### src/rtl/ax_bx_pkg.sv
// Shared opcode, instruction-field and state definitions for the AX/BX
// micro-sequencer and its ALU.
package ax_bx_pkg;

  localparam int unsigned INSTR_W = 7;

  localparam int unsigned KOP_MSB = 6;
  localparam int unsigned KOP_LSB = 3;
  localparam int unsigned REG_BIT = 2;
  localparam int unsigned IMM_MSB = 1;
  localparam int unsigned IMM_LSB = 0;

  localparam logic [3:0] OP_NOP  = 4'b0000;
  localparam logic [3:0] OP_LDI  = 4'b0001;
  localparam logic [3:0] OP_MOV  = 4'b0010;
  localparam logic [3:0] OP_OR   = 4'b0011;
  localparam logic [3:0] OP_XOR  = 4'b0100;
  localparam logic [3:0] OP_NOT  = 4'b0101;
  localparam logic [3:0] OP_AND  = 4'b0111;
  localparam logic [3:0] OP_HALT = 4'b1111;

  localparam logic [1:0] ST_IDLE  = 2'd0;
  localparam logic [1:0] ST_FETCH = 2'd1;
  localparam logic [1:0] ST_EXEC  = 2'd2;

endpackage

### src/rtl/ax_bx_alu.sv
// Combinational AX/BX datapath: computes the next AX/BX for one decoded
// instruction and flags opcodes outside the defined set.
module ax_bx_alu
  import ax_bx_pkg::*;
#(
  parameter int unsigned DATA_W = 2
) (
  input  logic [3:0]        kop,
  input  logic              rsel,
  input  logic [1:0]        imm,
  input  logic [DATA_W-1:0] ax,
  input  logic [DATA_W-1:0] bx,
  output logic [DATA_W-1:0] ax_nxt,
  output logic [DATA_W-1:0] bx_nxt,
  output logic              illegal
);

  logic [DATA_W-1:0] dst;
  logic [DATA_W-1:0] oth;
  logic [DATA_W-1:0] imm_x;
  logic [DATA_W-1:0] res;

  always_comb begin
    dst   = rsel ? bx : ax;
    oth   = rsel ? ax : bx;
    imm_x = DATA_W'(imm);
  end

  // NOP, HALT and illegal opcodes rewrite the destination with itself
  always_comb begin
    res     = dst;
    illegal = 1'b0;
    case (kop)
      OP_NOP:  res = dst;
      OP_LDI:  res = imm_x;
      OP_MOV:  res = oth;
      OP_OR:   res = ax | bx;
      OP_XOR:  res = ax ^ bx;
      OP_NOT:  res = ~dst;
      OP_AND:  res = ax & bx;
      OP_HALT: res = dst;
      default: illegal = 1'b1;
    endcase
  end

  always_comb begin
    ax_nxt = rsel ? ax  : res;
    bx_nxt = rsel ? res : bx;
  end

endmodule

### src/rtl/ax_bx_sequencer.sv
// Micro-sequencer: runs a host-loaded program from internal memory on the
// AX/BX datapath, two cycles (fetch, execute) per instruction.
module ax_bx_sequencer
  import ax_bx_pkg::*;
#(
  parameter int unsigned PROG_DEPTH = 16,
  parameter int unsigned PC_W       = 4,
  parameter int unsigned DATA_W     = 2
) (
  input  logic               clk,
  input  logic               rst_n,
  input  logic               start,
  input  logic               prog_we,
  input  logic [PC_W-1:0]    prog_addr,
  input  logic [INSTR_W-1:0] prog_wdata,
  output logic               busy,
  output logic               done,
  output logic               err,
  output logic [PC_W-1:0]    pc,
  output logic [DATA_W-1:0]  ax,
  output logic [DATA_W-1:0]  bx
);

  logic [1:0]         state;
  logic [INSTR_W-1:0] ir;
  logic [INSTR_W-1:0] mem [PROG_DEPTH];

  logic [3:0]         kop;
  logic               rsel;
  logic [1:0]         imm;
  logic [DATA_W-1:0]  ax_nxt;
  logic [DATA_W-1:0]  bx_nxt;
  logic               illegal;

  always_comb begin
    kop  = ir[KOP_MSB:KOP_LSB];
    rsel = ir[REG_BIT];
    imm  = ir[IMM_MSB:IMM_LSB];
    busy = (state != ST_IDLE);
  end

  ax_bx_alu #(
    .DATA_W (DATA_W)
  ) u_alu (
    .kop     (kop),
    .rsel    (rsel),
    .imm     (imm),
    .ax      (ax),
    .bx      (bx),
    .ax_nxt  (ax_nxt),
    .bx_nxt  (bx_nxt),
    .illegal (illegal)
  );

  // Program store is cleared by reset, so a reset wipes any loaded program
  always_ff @(posedge clk or negedge rst_n) begin
    if (!rst_n) begin
      for (int unsigned i = 0; i < PROG_DEPTH; i++) mem[i] <= '0;
    end else if (prog_we && state == ST_IDLE) begin
      mem[prog_addr] <= prog_wdata;
    end
  end

  always_ff @(posedge clk or negedge rst_n) begin
    if (!rst_n) begin
      state <= ST_IDLE;
      pc    <= '0;
      ir    <= '0;
      ax    <= '0;
      bx    <= '0;
      done  <= 1'b0;
      err   <= 1'b0;
    end else begin
      done <= 1'b0;
      case (state)
        ST_IDLE: begin
          if (start) begin
            pc    <= '0;
            err   <= 1'b0;
            state <= ST_FETCH;
          end
        end
        ST_FETCH: begin
          ir    <= mem[pc];
          state <= ST_EXEC;
        end
        ST_EXEC: begin
          ax <= ax_nxt;
          bx <= bx_nxt;
          if (illegal) err <= 1'b1;
          if (kop == OP_HALT) begin
            done  <= 1'b1;
            state <= ST_IDLE;
          end else if (pc == PC_W'(PROG_DEPTH - 1)) begin
            pc    <= '0;
            done  <= 1'b1;
            state <= ST_IDLE;
          end else begin
            pc    <= pc + 1'b1;
            state <= ST_FETCH;
          end
        end
        default: state <= ST_IDLE;
      endcase
    end
  end

endmodule

### config.mk
export PLATFORM = sky130hd
export DESIGN_NAME = ax_bx_sequencer
export DESIGN_NICKNAME = d
export VERILOG_FILES = /design/src/rtl/ax_bx_pkg.sv /design/src/rtl/ax_bx_alu.sv /design/src/rtl/ax_bx_sequencer.sv
export SDC_FILE = /design/constraint.sdc
export NUM_CORES = 1
export LEC_CHECK = 0
export BUFFER_PORTS_ARGS = -buffer_cell sky130_fd_sc_hd__clkbuf_2
export CAP_MARGIN = 10
export CORE_ASPECT_RATIO = 1.75
export CORE_UTILIZATION = 60
export CTS_CLUSTER_SIZE = 16
export DETAILED_ROUTE_END_ITERATION = 6
export PLACE_DENSITY = 0.78
export SLEW_MARGIN = 15
export SYNTH_ARGS = -nofsm -noshare
export SYNTH_HDL_FRONTEND = slang
export SYNTH_SLANG_ARGS = --single-unit
### constraint.sdc
create_clock -name clk -period 1.9 [get_ports clk]
set_input_delay 0.095 -clock clk [delete_from_list [all_inputs] [get_ports clk]]
set_output_delay 0.095 -clock clk [all_outputs]
set_load 0.01 [all_outputs]
==> flow_metrics.py <==
metrics = {
    "critical_path": {
        "rrSetupSlack_ps": -2,
        "crit_path_end_kind": "flip-flop",
        "cp.arrival_ps": 2210,
        "worst-r2r-cell-count": 4,
        "crit_type": "flip-flop to flip-flop",
        "crit_path_start_kind": "flip-flop",
        "critPathRequiredTime_ps": 2210,
        "r2r_end": "bx[0]",
        "cp_max_fo": 11,
        "r2r-start": "ir[5]",
    },
    "layout": {
        "design_area_um2": 7410,
        "fin_cells": 629,
        "area_growth_syn_to_layout_pct": 17.3,
        "fillers": 667,
        "num_antenna_cells": 0,
        "drive_gt1_share_pct": 49.0,
        "final_net_count": 509,
    },
    "route": {
        "wl_met2_um": 8030,
        "drc_errors": 0,
        "postRouteAntennaNets": 0,
        "drt_wl_total_um": 14200,
        "viasPerCell": 6.28,
        "drtIter0Drc": 250,
        "num_vias": 3947,
        "first_pass_iters": 4,
        "met1_length_um": 5250,
        "maxUsedRoutingLayer": "met4",
        "route.met3.wl_um": 429,
        "wire_per_inst_um": 22.6,
    },
    "yosys": {
        "synth_cell_types": 46,
        "synthArstFlopShare_pct": 100,
        "ys_seq_area_share_pct": 51.9,
        "syn_avg_cell_area_um2": 14.2,
        "ys_seq_elements": 131,
        "synth_ff_type": "dfrtp_1",
        "syn-num-nets": 465,
        "syn_inst": 445,
        "synth_area_um2": 6320,
        "yosysWarnings": 0,
        "synth_enable_flop_cells": 0,
    },
    "die": {
        "die_w_um": 79.6,
        "fp.dieH_um": 138,
        "rows": 49,
        "core-area_um2": 10200,
        "pin_count": 26,
        "start_util_pct": 61.7,
        "dieArea_um2": 11000,
    },
    "power_and_ir_drop": {
        "pwr-share-clk_pct": 29.1,
        "seqPwrFrac_pct": 38.9,
        "pwr-share-comb_pct": 32.0,
        "intPower_mw": 8.67,
        "p_switching_mw": 3.64,
        "swShare_pct": 29.6,
        "p_per_area_nw_per_um2": 1660,
        "power_mw": 12.3,
        "ir_drop_mv": 1.07,
        "leakagePower_nw": 3.35,
    },
    "clock_tree": {
        "cts.sinks": 131,
        "cts-root-buf": "clkbuf_16",
        "htree_levels": 4,
        "worst_skew_pair.late_latency_ps": 410,
        "cts_buffers": 17,
        "path_clk_slew_ps": 60,
        "cts_tree": "yes",
        "clockBufferDepth": 2,
    },
    "placed_design": {
        "gp_congestion": 0.818,
        "dp_cells": 589,
        "hpwl_um": 9610,
        "numPortBuffers": 25,
        "place_area_um2": 6680,
        "dpl_worst_slack_ps": 40.5,
    },
    "run_status": {
        "violations": "negative setup slack",
        "outcome": "finished with violations",
    },
    "timing": {
        "timing.final.ws_setup_ps": -1.51,
        "period_needed_ps": 1900,
        "setup_violations": 1,
        "finalMaxSlewViolations": 0,
        "min_period_over_period_pct": 100,
        "relSlewSlack_pct": 56.6,
        "clock.fmax_ghz": 0.526,
        "hold_viol_final": 0,
        "worst_pin_slew_ps": 643,
        "fin_tns_setup_ps": -1.51,
        "fin_worst_skew_ps": 5.69,
    },
    "global_route": {
        "grt_usage_pct": 28.3,
        "grt_antenna_before_repair": 0,
        "grt_pass1_vias": 4175,
        "overflow": 0,
        "grt_pass1_wl_um": 22100,
        "grt_max_degree": 70,
    },
    "hold_path": {
        "hold_class": "input port to asynchronous set/reset pin",
    },
    "job": {
        "maxCapViolCount": 0,
    },
}
==> cell type report <==
cell class | instances | area, um^2 | share of cell area, %
Inverter | 11 | 41.3 | 0.557
Clock buffer | 23 | 478 | 6.45
Multi-Input combinational cell | 274 | 2850 | 38.5
Clock inverter | 9 | 175 | 2.36
Timing Repair Buffer | 54 | 425 | 5.74
Tap cell | 127 | 159 | 2.14
Sequential cell | 131 | 3280 | 44.2
==> registers in the layout, summed over array words and instances (netlist names) <==
name and flops:
ax 2, bx 2, done 1, err 1, ir 7, mem 112, pc 4, state 2
==> kinds of logic (layout without fill, tap and decap cells) <==
logic type | Yosys count | count (layout) | synth area share, %
simple gates | 65 | 65 | 6.59
flops | 131 | 131 | 51.9
fa+ha+maj | 5 | 5 | 0.990
mux | 159 | 159 | 32.7
xor+xnor | 1 | 1 | 0.139
compound gates | 44 | 44 | 4.67
buf+inv | 40 | 97 | 3.05
==> cells in the final DEF, fill, tap and decap left out, types with 7 or more instances in the layout <==
master | netlist | routed
nor2_1 | 9 | 9
o22ai_1 | 9 | 9
clkbuf_2 | 0 | 24
nor2b_1 | 9 | 9
clkbuf_16 | 0 | 17
dfrtp_1 | 131 | 130
mux4_2 | 26 | 26
a21oi_1 | 8 | 8
mux2i_1 | 15 | 14
inv_1 | 11 | 11
nand2b_1 | 8 | 7
mux2_2 | 118 | 118
buf_4 | 1 | 22
nand2_1 | 12 | 12
==> how the worst max path moves through the flow <==
| stage | to | slack [ps] | startpoint | cells after the start |
|---|---|---|---|---|
| 2_1_floorplan | ir[5] | 150 | pc[0] | 5 |
| 3_3_place_gp | ir[6] | 90 | pc[0] | 5 |
| 3_5_place_dp | bx[0] | 40 | ir[5] | 4 |
| 4_1_cts | ir[4] | 30 | pc[0] | 5 |
| 5_1_grt | ir[5] | -7 | pc[0] | 5 |
| 6_report | bx[0] | -2 | ir[5] | 4 |
==> worst max-delay path: stages, from the launching register on <==
cell	delay (ps)
dfrtp_1	560
nor4bb_1	650
a21o_1	210
a221oi_1	60
a41oi_1	310
==> cell usage after synthesis, drive strengths merged (2+ instances only) <==
| cell type | instances | area [um^2] |
|---|---|---|
| dfrtp | 131 | 3280 |
| mux2 | 118 | 1330 |
| mux4 | 26 | 586 |
| buf | 18 | 110 |
| nor2 | 16 | 87.6 |
| mux2i | 15 | 150 |
| nand2 | 15 | 63.8 |
| clkbuf | 11 | 41.3 |
| inv | 11 | 41.3 |
| nor2b | 9 | 56.3 |
| o22ai | 9 | 56.3 |
| a21oi | 8 | 40.0 |
| nand2b | 8 | 50.1 |
| ha | 5 | 62.6 |
| o21ai | 5 | 25.0 |
| a221oi | 3 | 26.3 |
| a22o | 3 | 26.3 |
| a31oi | 3 | 18.8 |
| and2 | 3 | 18.8 |
| nand3 | 3 | 25.0 |
| nor3 | 3 | 37.5 |
| o31ai | 3 | 22.5 |
| a21o | 2 | 15.0 |
| and4 | 2 | 17.5 |
| o21bai | 2 | 15.0 |
==> routing by layer <==
metal / up-vias / track usage [%]
met2: 93 / 50.2
li1: 1729 / -
met3: 33 / 5.96
met5: - / 0
met4: 0 / 15.7
met1: 2092 / 30.9
==> power groups by stage <==
stage | Sequential (mW) | Combinational (mW) | Clock, mW
5_1_grt | 4.91 | 4.25 | 3.74
3_5_place_dp | 4.79 | 3.80 | 0
2_1_floorplan | 4.45 | 2.96 | 0
3_3_place_gp | 4.69 | 3.65 | 0
4_1_cts | 4.77 | 3.86 | 3.61
6_report | 4.79 | 3.94 | 3.58
==> metrics by stage <==
| stage | util (%) | hold slack, ps |
|---|---|---|
| 3_3_place_gp | 65.2 | 62.2 |
| 2_1_floorplan | - | -201 |
| 3_5_place_dp | 65.2 | 63.5 |
| 4_1_cts | 71.8 | 160 |
| 6_report | 72.4 | 166 |
| 5_1_grt | 72.4 | 183 |
==> what timing repair did <==
| action | 4_1_cts | 5_1_grt |
|---|---|---|
| gates resized for setup | 0 | 2 |
| buffers inserted | 0 | 6 |
| endpoints found under the setup margin | 0 | 11 |
| hold endpoints to repair | 30 | 0 |
| hold buffers | 2 | 0 |
Power figures use the tool's default switching activity.
